`src/rtl/ro_bus_demux.sv`:
```
`default_nettype none
// ============================================================================
// Module      : ro_bus_demux
// Description : Receive-side demultiplexer for the shared readout bus. Tracks
//               the cores' gray-counter drive schedule with a local binary
//               counter, captures the owning core's even/polarity bits each
//               slot, keeps per-core holding registers and presents a
//               single-entry valid/ready event stream.
// Revision    : 1.0 - initial release
// ============================================================================
module ro_bus_demux #(
    parameter int N_CH  = 8,
    parameter int CNT_W = 19,
    parameter int CH_W  = $clog2(N_CH)
) (
    input  logic            clk,
    input  logic            reset,
    input  logic            bus_eve,
    input  logic            bus_pol_eve,
    input  logic            ev_ready,
    output logic            ev_valid,
    output logic [CH_W-1:0] ev_ch,
    output logic            ev_eve,
    output logic            ev_pol,
    output logic [N_CH-1:0] ch_eve,
    output logic [N_CH-1:0] ch_pol_eve,
    output logic            frame_tick,
    output logic            overflow
);

    localparam logic [CH_W-1:0] c_last_ch = CH_W'(N_CH - 1);

    logic [CNT_W-1:0] r_cnt;
    logic [CNT_W-1:0] w_nxt;
    logic             w_cap;
    logic [CH_W-1:0]  w_ch;

    logic             r_ev_valid;
    logic [CH_W-1:0]  r_ev_ch;
    logic             r_ev_eve;
    logic             r_ev_pol;
    logic [N_CH-1:0]  r_ch_eve;
    logic [N_CH-1:0]  r_ch_pol_eve;
    logic             r_frame_tick;
    logic             r_overflow;

    // Slot decode: the slot is the trailing-zero count of cnt+1. A core owns
    // the slot only when that count is below N_CH, i.e. when any of the low
    // N_CH bits of cnt+1 is set; the lowest set bit is then the channel.
    always_comb begin
        w_nxt = r_cnt + CNT_W'(1);
        w_cap = |w_nxt[N_CH-1:0];
        w_ch  = '0;
        for (int i = N_CH - 1; i >= 0; i--) begin
            if (w_nxt[i]) begin
                w_ch = CH_W'(i);
            end
        end
    end

    // Free-running schedule counter, mirrors the cores' gray counter.
    always_ff @(posedge clk) begin
        if (reset) begin
            r_cnt <= '0;
        end else begin
            r_cnt <= w_nxt;
        end
    end

    // Capture, per-channel holding registers, event register and flags.
    always_ff @(posedge clk) begin
        if (reset) begin
            r_ev_valid   <= 1'b0;
            r_ev_ch      <= '0;
            r_ev_eve     <= 1'b0;
            r_ev_pol     <= 1'b0;
            r_ch_eve     <= '0;
            r_ch_pol_eve <= '0;
            r_frame_tick <= 1'b0;
            r_overflow   <= 1'b0;
        end else begin
            r_frame_tick <= w_cap && (w_ch == c_last_ch);
            if (w_cap) begin
                r_ch_eve[w_ch]     <= bus_eve;
                r_ch_pol_eve[w_ch] <= bus_pol_eve;
                if (!r_ev_valid || ev_ready) begin
                    // Slot free, or the old event leaves this same cycle.
                    r_ev_valid <= 1'b1;
                    r_ev_ch    <= w_ch;
                    r_ev_eve   <= bus_eve;
                    r_ev_pol   <= bus_pol_eve;
                end else begin
                    // Held event is not consumed: drop the new one.
                    r_overflow <= 1'b1;
                end
            end else if (r_ev_valid && ev_ready) begin
                r_ev_valid <= 1'b0;
            end
        end
    end

    assign ev_valid   = r_ev_valid;
    assign ev_ch      = r_ev_ch;
    assign ev_eve     = r_ev_eve;
    assign ev_pol     = r_ev_pol;
    assign ch_eve     = r_ch_eve;
    assign ch_pol_eve = r_ch_pol_eve;
    assign frame_tick = r_frame_tick;
    assign overflow   = r_overflow;

endmodule
`default_nettype wire

```
`config.mk`:
```
export PLATFORM = sky130hd
export DESIGN_NAME = ro_bus_demux
export DESIGN_NICKNAME = d
export VERILOG_FILES = /design/src/rtl/ro_bus_demux.sv
export SDC_FILE = /design/constraint.sdc
export NUM_CORES = 1
export LEC_CHECK = 0
export CAP_MARGIN = 10
export CELL_PAD_IN_SITES_DETAIL_PLACEMENT = 0
export CELL_PAD_IN_SITES_GLOBAL_PLACEMENT = 2
export CORE_MARGIN = 2
export CORE_UTILIZATION = 40
export CTS_BUF_LIST = sky130_fd_sc_hd__clkbuf_2 sky130_fd_sc_hd__clkbuf_4 sky130_fd_sc_hd__clkbuf_8
export DETAILED_ROUTE_END_ITERATION = 8
export DONT_BUFFER_PORTS = 1
export PLACE_DENSITY = 0.79
export SYNTH_ARGS = -nofsm -noshare
export SYNTH_HDL_FRONTEND = slang
export SYNTH_SLANG_ARGS = --single-unit
```
`constraint.sdc`:
```
create_clock -name clk -period 2.6 [get_ports clk]
set_input_delay 0.52 -clock clk [delete_from_list [all_inputs] [get_ports clk]]
set_output_delay 0.52 -clock clk [all_outputs]
set_load 0.01 [all_outputs]
```
Word-level counts from Yosys, hierarchy flattened. Cells that the tools add are included.

Flip-flop bits (word level): 43. Output and inout bits: 24. Logic and storage cells: 40.

$add $sub $neg: 1. $lt $le $gt $ge: 2. Equal/unequal tests: 2. Mux-type cells: 15. Bitwise operators: 1. Reductions and logical operators: 10.

Operators with widths (number): two-way mux 3 bit (8); adder 19 x 1 -> 19 bit (second input constant) (1); bitwise mux 8 bit (2); OR reduction 8 bit (1); AND reduction 2 bit (3); less-than comparator 3 x 4 -> 1 bit (second input constant) (1); two-way mux 1 bit (4); demux 1 bit (select 3 bit) (1); == test 3 bit (second input constant) (1); greater-or-equal comparator 3 x 1 -> 1 bit (second input constant) (1); logical AND 1 bit (3); inequality test 2 x 1 -> 1 bit (second input constant) (1); nonzero test 2 bit (1); logical NOT 1 bit (1); logical OR 1 bit (1); inverter 1 bit (1).

Depth between registers and ports, before layout. Gate-level depths: netlist of run 1.

Depth in word-level cells: 14. Gate-level depth with buffers: 8. Mapped depth without buffers: 7.

Worst setup path before layout of run 1. OpenSTA, ideal clock, no wires.

Path kind: flip-flop to flip-flop. From: register r_cnt[1]. To: register r_ch_eve[0], in the netlist ch_eve[0]. Library setup time: 0.125 ns. Arrival time: 2.033 ns. Setup slack: 0.441 ns. Stages on the path, launching flop included: 9. Period minus slack after synthesis: 2.159 ns. Cell sequence: dfxtp_1 > ha_1 > buf_6 > and3_4 > nor3_1 > a31oi_2 > o31ai_2 > or3b_4 > mux2i_1.

Cells in the longest elaborated chain, start to end: 14. Elaborated cells on any way between the ends: 16.

Ends and longest elaborated chain: from (decl) (line 33) `logic [CNT_W-1:0] r_cnt;`; from (signal assigned) (line 66) `r_cnt <= w_nxt;`; adder 19 x 1 -> 19 bit * (line 51) `w_nxt = r_cnt + CNT_W'(1);`; two-way mux 3 bit (8 in a row) (line 55) `if (w_nxt[i]) begin`; less-than comparator 3 x 4 -> 1 bit (implied by the code) / greater-or-equal comparator 3 x 1 -> 1 bit (equally long branches) (line 84) `r_ch_eve[w_ch] <= bus_eve;`; logical AND 1 bit (implied by the code) (line 84); two-way mux 1 bit (implied by the code) (line 84); demux 1 bit (select 3 bit) (line 84); bitwise mux 8 bit (line 84); to (signal, indexed assignment) (line 84); to (decl) (line 42) `logic [N_CH-1:0] r_ch_eve;`.

Every way passes the cells marked *; elsewhere a longest branch is shown, timed or not. A chain may end at the register's enable or synchronous reset.

Worst setup path in the final report of run 1. Same ends and word-level chain as after synthesis.

==> flow_summary_export.csv, run 1 <==
group,metric,value,unit
power,p_total,1.09,mW
power,swShare,0.236,
setup_path,cp_slowest_stage_delay,480,ps
timing,slew_violations,0,
drt,route.detailed.drc,0,
drt,initialDrtViolationCount,61,
grt,grt_pass1_vias,1121,
final_layout,final_cell_mix,"dfxtp_1 (32), mux2i_1 (19), nand2b_1 (18)",
synth,ys_warn_count,0,
synth,syn_inst,161,
placement,place.gp.congestion,0.814,
synth,synth_area_leader_cell,"dfxtp_1",
timing,rsz0062_at_grt,"no",
drt,dr.pass1.iters,4,
synth,synth.avg_cell_area,9.92,um2
timing,slew_headroom,0.681,
synth,synth.area.top_cells,"dfxtp_1 (40%), mux2i_1 (12%), nand2b_1 (7.1%)",
clocking,clk_latency,290,ps
power,p_leak,0.682,nW
floorplanning,die_area,0.00451,mm2
placement,placed_cells,202,
setup_path,required,2760,ps
setup_path,cp_common_cell,"nor3_1",
timing,holdWs,297,ps
grt,grt_use_total,0.159,
floorplanning,die_w,67.2,um
timing,fin_skew,7.37,ps
drt,vias,1113,
final_layout,final_area,0.00172,mm2
clocking,cts_max_level,2,
timing,setup_viol,0,
setup_path,worstSetupStartpointType,"register",
final_layout,stdcell_count,210,
timing,fmax,428,MHz
drt,wl_per_cell,14.7,um
run,max-cap-violations,0,
grt,grt_pass1_wl,5170,um
power,p_sw,0.257,mW
drt,ant_nets,0,
synth,synth_nets,168,
drt,wl,3090,um
synth,yosys_register_bits,32,
final_layout,postLayoutCoreUtil,0.459,
grt,overflow,0,
grt,grt_max_degree,35,
min_path,hold_path.class,"in -> reg",
placement,portBuffers,0,
power,powerDensity,635,mW/mm2
clocking,path_clk_slew,70,ps
final_layout,area_delta_synth_final,7.52,%
clocking,clk_path_buf_depth,2,
timing,tns,0,ps
floorplanning,start_util,0.426,
clocking,cts_tree,"built",
setup_path,crit_fanout,11,
setup_path,cp.arrival,2500,ps
timing,period_share,0.898,
power,clkPwrFrac,0.433,
timing,timing.final.ws_setup,265,ps
timing,period_needed,2330,ps
placement,place_area,0.00160,mm2
placement,place_ws,180,ps
drt,vias_per_cell,5.30,
timing,tightestPinTransition,477,ps
floorplanning,rows,22,
final_layout,final_common_cell,"dfxtp_1",
synth,syn-cell-area,0.00160,mm2
setup_path,cpMaxStageDelayCell,"dfxtp_1",
setup_path,critical_path_class,"reg -> reg",
final_layout,antennaDiodeCount,0,
grt,antenna_found_initial,0,
clocking,cts.sinks,32,
synth,yosysUniqueCellTypes,42,
floorplanning,die_h,67.2,um
clocking,cts_setup_buffers,0,
synth,yosysSeqAreaShare,0.401,
timing,hold_viol_final,0,
outcome,status,"finished clean",
power,p_comb_frac,0.083,
power,p_int,0.833,mW
final_layout,nets,168,
power,power_frac_seq,0.484,
final_layout,drive_above_1_share,0.148,
clocking,cts_buffers,5,
setup_path,worstSetupEndpointType,"register",
floorplanning,core-area,0.00374,mm2
setup_path,worstPathCellList,"ha_2 -> and3_4 -> nor3_1 -> a31oi_2 -> nor3_1 -> or3b_4 -> mux2i_1",
synth,netlist.area_leader.share,0.401,
placement,hpwl,2200,um
floorplanning,boundaryPins,29,
power,ir_drop,0.249,mV
clocking,cts_root_buf,"clkbuf_8",
-- final timing paths --
check / from / end / slack, ps / cells after the start
worst min-delay path: reset / ev_pol$_SDFFE_PP0P_ / 300 / 1
worst max register to register: r_cnt[1]$_SDFF_PP0_ / ch_eve[0]$_SDFFE_PP0P_ / 270 / 7
worst min register to register: ev_ch[2]$_SDFFE_PP0P_ / ev_ch[2]$_SDFFE_PP0P_ / 500 / 2
worst max-delay path: r_cnt[1]$_SDFF_PP0_ / ch_eve[0]$_SDFFE_PP0P_ / 270 / 7
-- synthesized netlist by cell type (all sizes together) --
cell type  count
and3           2
nor3b          1
buf            6
nand2b        18
dfxtp         32
mux2i         19
o21ba          1
nand3b         1
a211oi         1
nor2          15
nand4          2
o2bb2ai        1
o21ai          1
or3            2
o2111ai        1
and4           1
a21oi          4
nor2b          4
xor2           4
nor3           2
or3b           2
a21boi         2
and2           3
a31oi          3
nand3          4
xnor2          4
clkbuf         3
and3b          2
o31ai          4
inv            2
nand2          8
ha             2
o211ai         1
o311a          2
a31o           1
-- cell type report --
class / instances / area (um2)
clock buffer: 5 / 68.8
clock inverter: 3 / 42.5
fill: 379 / 2030
inverter: 2 / 7.51
multi-input combinational: 118 / 882
sequential: 32 / 641
tap: 48 / 60.1
timing repair buffer: 2 / 15.0
-- worst max-delay path: cells and delay by family, from the launching register on --
| kind | cells | cell delay, ps |
|---|---|---|
| simple gates | 4 | 880 |
| flops | 1 | 480 |
| fa+ha+maj | 1 | 350 |
| mux | 1 | 120 |
| compound gates | 1 | 390 |
-- repair_timing --
action	CTS	global route
endpoints found under the setup margin	0	3
hold buffers	0	0
gates resized for setup	0	1
-- metal layers --
metal,wire length (um),vias up,GRT usage
li1,-,557,-
met1,1470,517,0.197
met2,1360,33,0.234
met3,196,6,0.0733
met4,64,0,0.0714
met5,0,-,0
-- flip-flops by register name (all words and copies together) (netlist names) --
register    cells
ev_valid        1
r_cnt           8
ch_eve          8
ev_ch           3
overflow        1
frame_tick      1
ev_pol          1
ch_pol_eve      8
ev_eve          1
-- logic make-up (layout without fill, tap and decap cells) --
kind of cell / count (synthesis) / count (layout) / synth area share
AO/OA/AOI/OAI: 22 / 22 / 0.132
XOR/XNOR: 8 / 8 / 0.0439
adder cells (fa/ha/maj): 2 / 2 / 0.0157
buffers and inverters: 11 / 12 / 0.0478
flip-flops: 32 / 32 / 0.401
multiplexers: 19 / 19 / 0.119
AND/OR/NAND/NOR: 67 / 67 / 0.241
-- power groups by stage --
stage	clock network (mW)	registers, mW	logic, mW
6_report	0.472	0.527	0.0907
2_1_floorplan	0	0.533	0.0832
3_5_place_dp	0	0.538	0.0907
4_1_cts	0.489	0.527	0.0911
3_3_place_gp	0	0.538	0.0904
5_1_grt	0.510	0.530	0.101
No activity file was read; power rests on OpenSTA's default activity.
==> inputs of run 2 (changes only) <==
CORE_ASPECT_RATIO = 1.2   (was default)
==> flow_summary_export.csv, run 2 (synthesis results as in run 1) <==
group,metric,value,unit
setup_path,r2r-end,"ch_pol_eve[0]$_SDFFE_PP0P_",
floorplanning,boundaryPins,29,
run,max-cap-violations,0,
power,powerDensity,659,mW/mm2
setup_path,critical_path_class,"reg -> reg",
power,p_total,1.15,mW
setup_path,crit_path_start,"r_cnt[1]$_SDFF_PP0_",
timing,period_needed,2370,ps
setup_path,crit_fanout,11,
floorplanning,die_h,73.2,um
min_path,hold_path.class,"in -> reg",
drt,ant_nets,0,
setup_path,cpMaxStageDelayCell,"dfxtp_1",
setup_path,required,2760,ps
final_layout,fillers,403,
setup_path,reg2reg_depth,7,
power,clkPwrFrac,0.461,
timing,timing.final.ws_setup,229,ps
drt,dr.pass1.iters,3,
setup_path,crit_end,"ch_pol_eve[0]$_SDFFE_PP0P_",
setup_path,cp_slowest_stage_delay,500,ps
drt,wl,3160,um
clocking,clk_latency,280,ps
setup_path,worstPathCellList,"ha_2 -> and3_4 -> nor3_1 -> a31oi_2 -> nor3_1 -> or3b_4 -> mux2i_1",
timing,slew_headroom,0.685,
clocking,hold_buffers,0,
setup_path,reg2reg_slack,230,ps
final_layout,final_cell_mix,"dfxtp_1 (32), mux2i_1 (19), nand2b_1 (18)",
grt,antenna_found_initial,0,
power,p_sw,0.258,mW
clocking,cts_root_buf,"clkbuf_8",
setup_path,r2r-start,"r_cnt[1]$_SDFF_PP0_",
timing,tightestPinTransition,470,ps
timing,tns,0,ps
final_layout,final_common_cell,"dfxtp_1",
placement,portBuffers,0,
outcome,status,"finished clean",
timing,fmax,422,MHz
clocking,clk_path_buf_depth,2,
floorplanning,start_util,0.412,
timing,fin_skew,2.48,ps
setup_path,critical_path_depth,7,
floorplanning,die_w,61.7,um
power,p_comb_frac,0.079,
grt,overflow,0,
timing,slew_violations,0,
drt,wl_per_cell,14.6,um
drt,vias,1108,
power,power_frac_seq,0.460,
placement,hpwl,2280,um
power,p_leak,0.692,nW
drt,vias_per_cell,5.13,
power,p_int,0.888,mW
timing,rsz0062_at_grt,"no",
clocking,path_clk_slew,70,ps
grt,grt_max_degree,35,
power,ir_drop,0.372,mV
setup_path,worstSetupEndpointType,"register",
final_layout,area_delta_synth_final,8.93,%
clocking,cts_buffers,5,
clocking,cts_tree,"built",
drt,initialDrtViolationCount,15,
grt,grt_use_total,0.160,
final_layout,postLayoutCoreUtil,0.448,
placement,place_ws,172,ps
clocking,cts.sinks,32,
setup_path,crit_family,"simple AND/OR/NAND/NOR gates",
timing,hold_viol_final,0,
timing,setup_viol,0,
final_layout,nets,168,
floorplanning,core-area,0.00388,mm2
setup_path,worstSetupStartpointType,"register",
timing,period_share,0.912,
setup_path,cp.arrival,2530,ps
grt,grt_pass1_wl,5200,um
drt,route.detailed.drc,0,
setup_path,cp_num_buf_inv,0,
final_layout,antennaDiodeCount,0,
power,swShare,0.225,
floorplanning,rows,25,
final_layout,drive_above_1_share,0.148,
setup_path,cp_common_cell,"nor3_1",
grt,grt_pass1_vias,1106,
floorplanning,die_area,0.00451,mm2
clocking,cts_max_level,2,
placement,place.gp.congestion,0.756,
## run 2: worst min path at each step
stage / startpoint / endpoint / slack, ps / cells past startpoint
finish: reset / r_cnt[0]$_SDFF_PP0_ / 290 / 1
global route: reset / r_cnt[0]$_SDFF_PP0_ / 280 / 1
CTS: reset / ev_ch[1]$_SDFFE_PP0P_ / 290 / 1
detailed placement: ev_ch[2]$_SDFFE_PP0P_ / ev_ch[2]$_SDFFE_PP0P_ / 490 / 2
global placement: ev_ch[2]$_SDFFE_PP0P_ / ev_ch[2]$_SDFFE_PP0P_ / 480 / 2
floorplan: ev_ch[1]$_SDFFE_PP0P_ / ev_ch[1]$_SDFFE_PP0P_ / 480 / 2
## run 2: metrics by stage
step | instance area, um2 | hold WS (ps) | instances
after floorplan | 1600 | 476 | 161
after global placement | 1610 | 485 | 208
after detailed placement | 1610 | 493 | 208
after CTS | 1740 | 285 | 216
after global routing | 1740 | 279 | 216
final | 1740 | 291 | 216
## run 2: cell type report
cell class	instances	area [um2]	share of cell area
tap	54	67.6	0.0388
multi-input combinational	118	882	0.507
clock inverter	1	30.0	0.0173
inverter	2	7.51	0.00432
timing repair buffer	2	15.0	0.00863
clock buffer	7	96.3	0.0554
sequential	32	641	0.368
## run 2: power by group through the flow
stage          Clock, mW  Sequential, mW  Combinational [mW]
2_1_floorplan          0           0.533              0.0832
3_3_place_gp           0           0.539              0.0902
3_5_place_dp           0           0.539              0.0913
4_1_cts            0.542           0.528              0.0915
5_1_grt            0.558           0.530               0.100
6_report           0.529           0.528              0.0900
## run 2: metal layers
metal | GRT usage | wire [um] | vias up
met5 | 0 | 0 | -
met3 | 0.0496 | 124 | 6
met2 | 0.249 | 1590 | 16
met1 | 0.196 | 1380 | 526
met4 | 0.0780 | 66 | 0
li1 | - | - | 560
## run 2: what timing repair did
action / 4_1_cts / 5_1_grt
endpoints found under the setup margin: 0 / 3
gates resized for setup: 0 / 1
setup buffers: 0 / 0
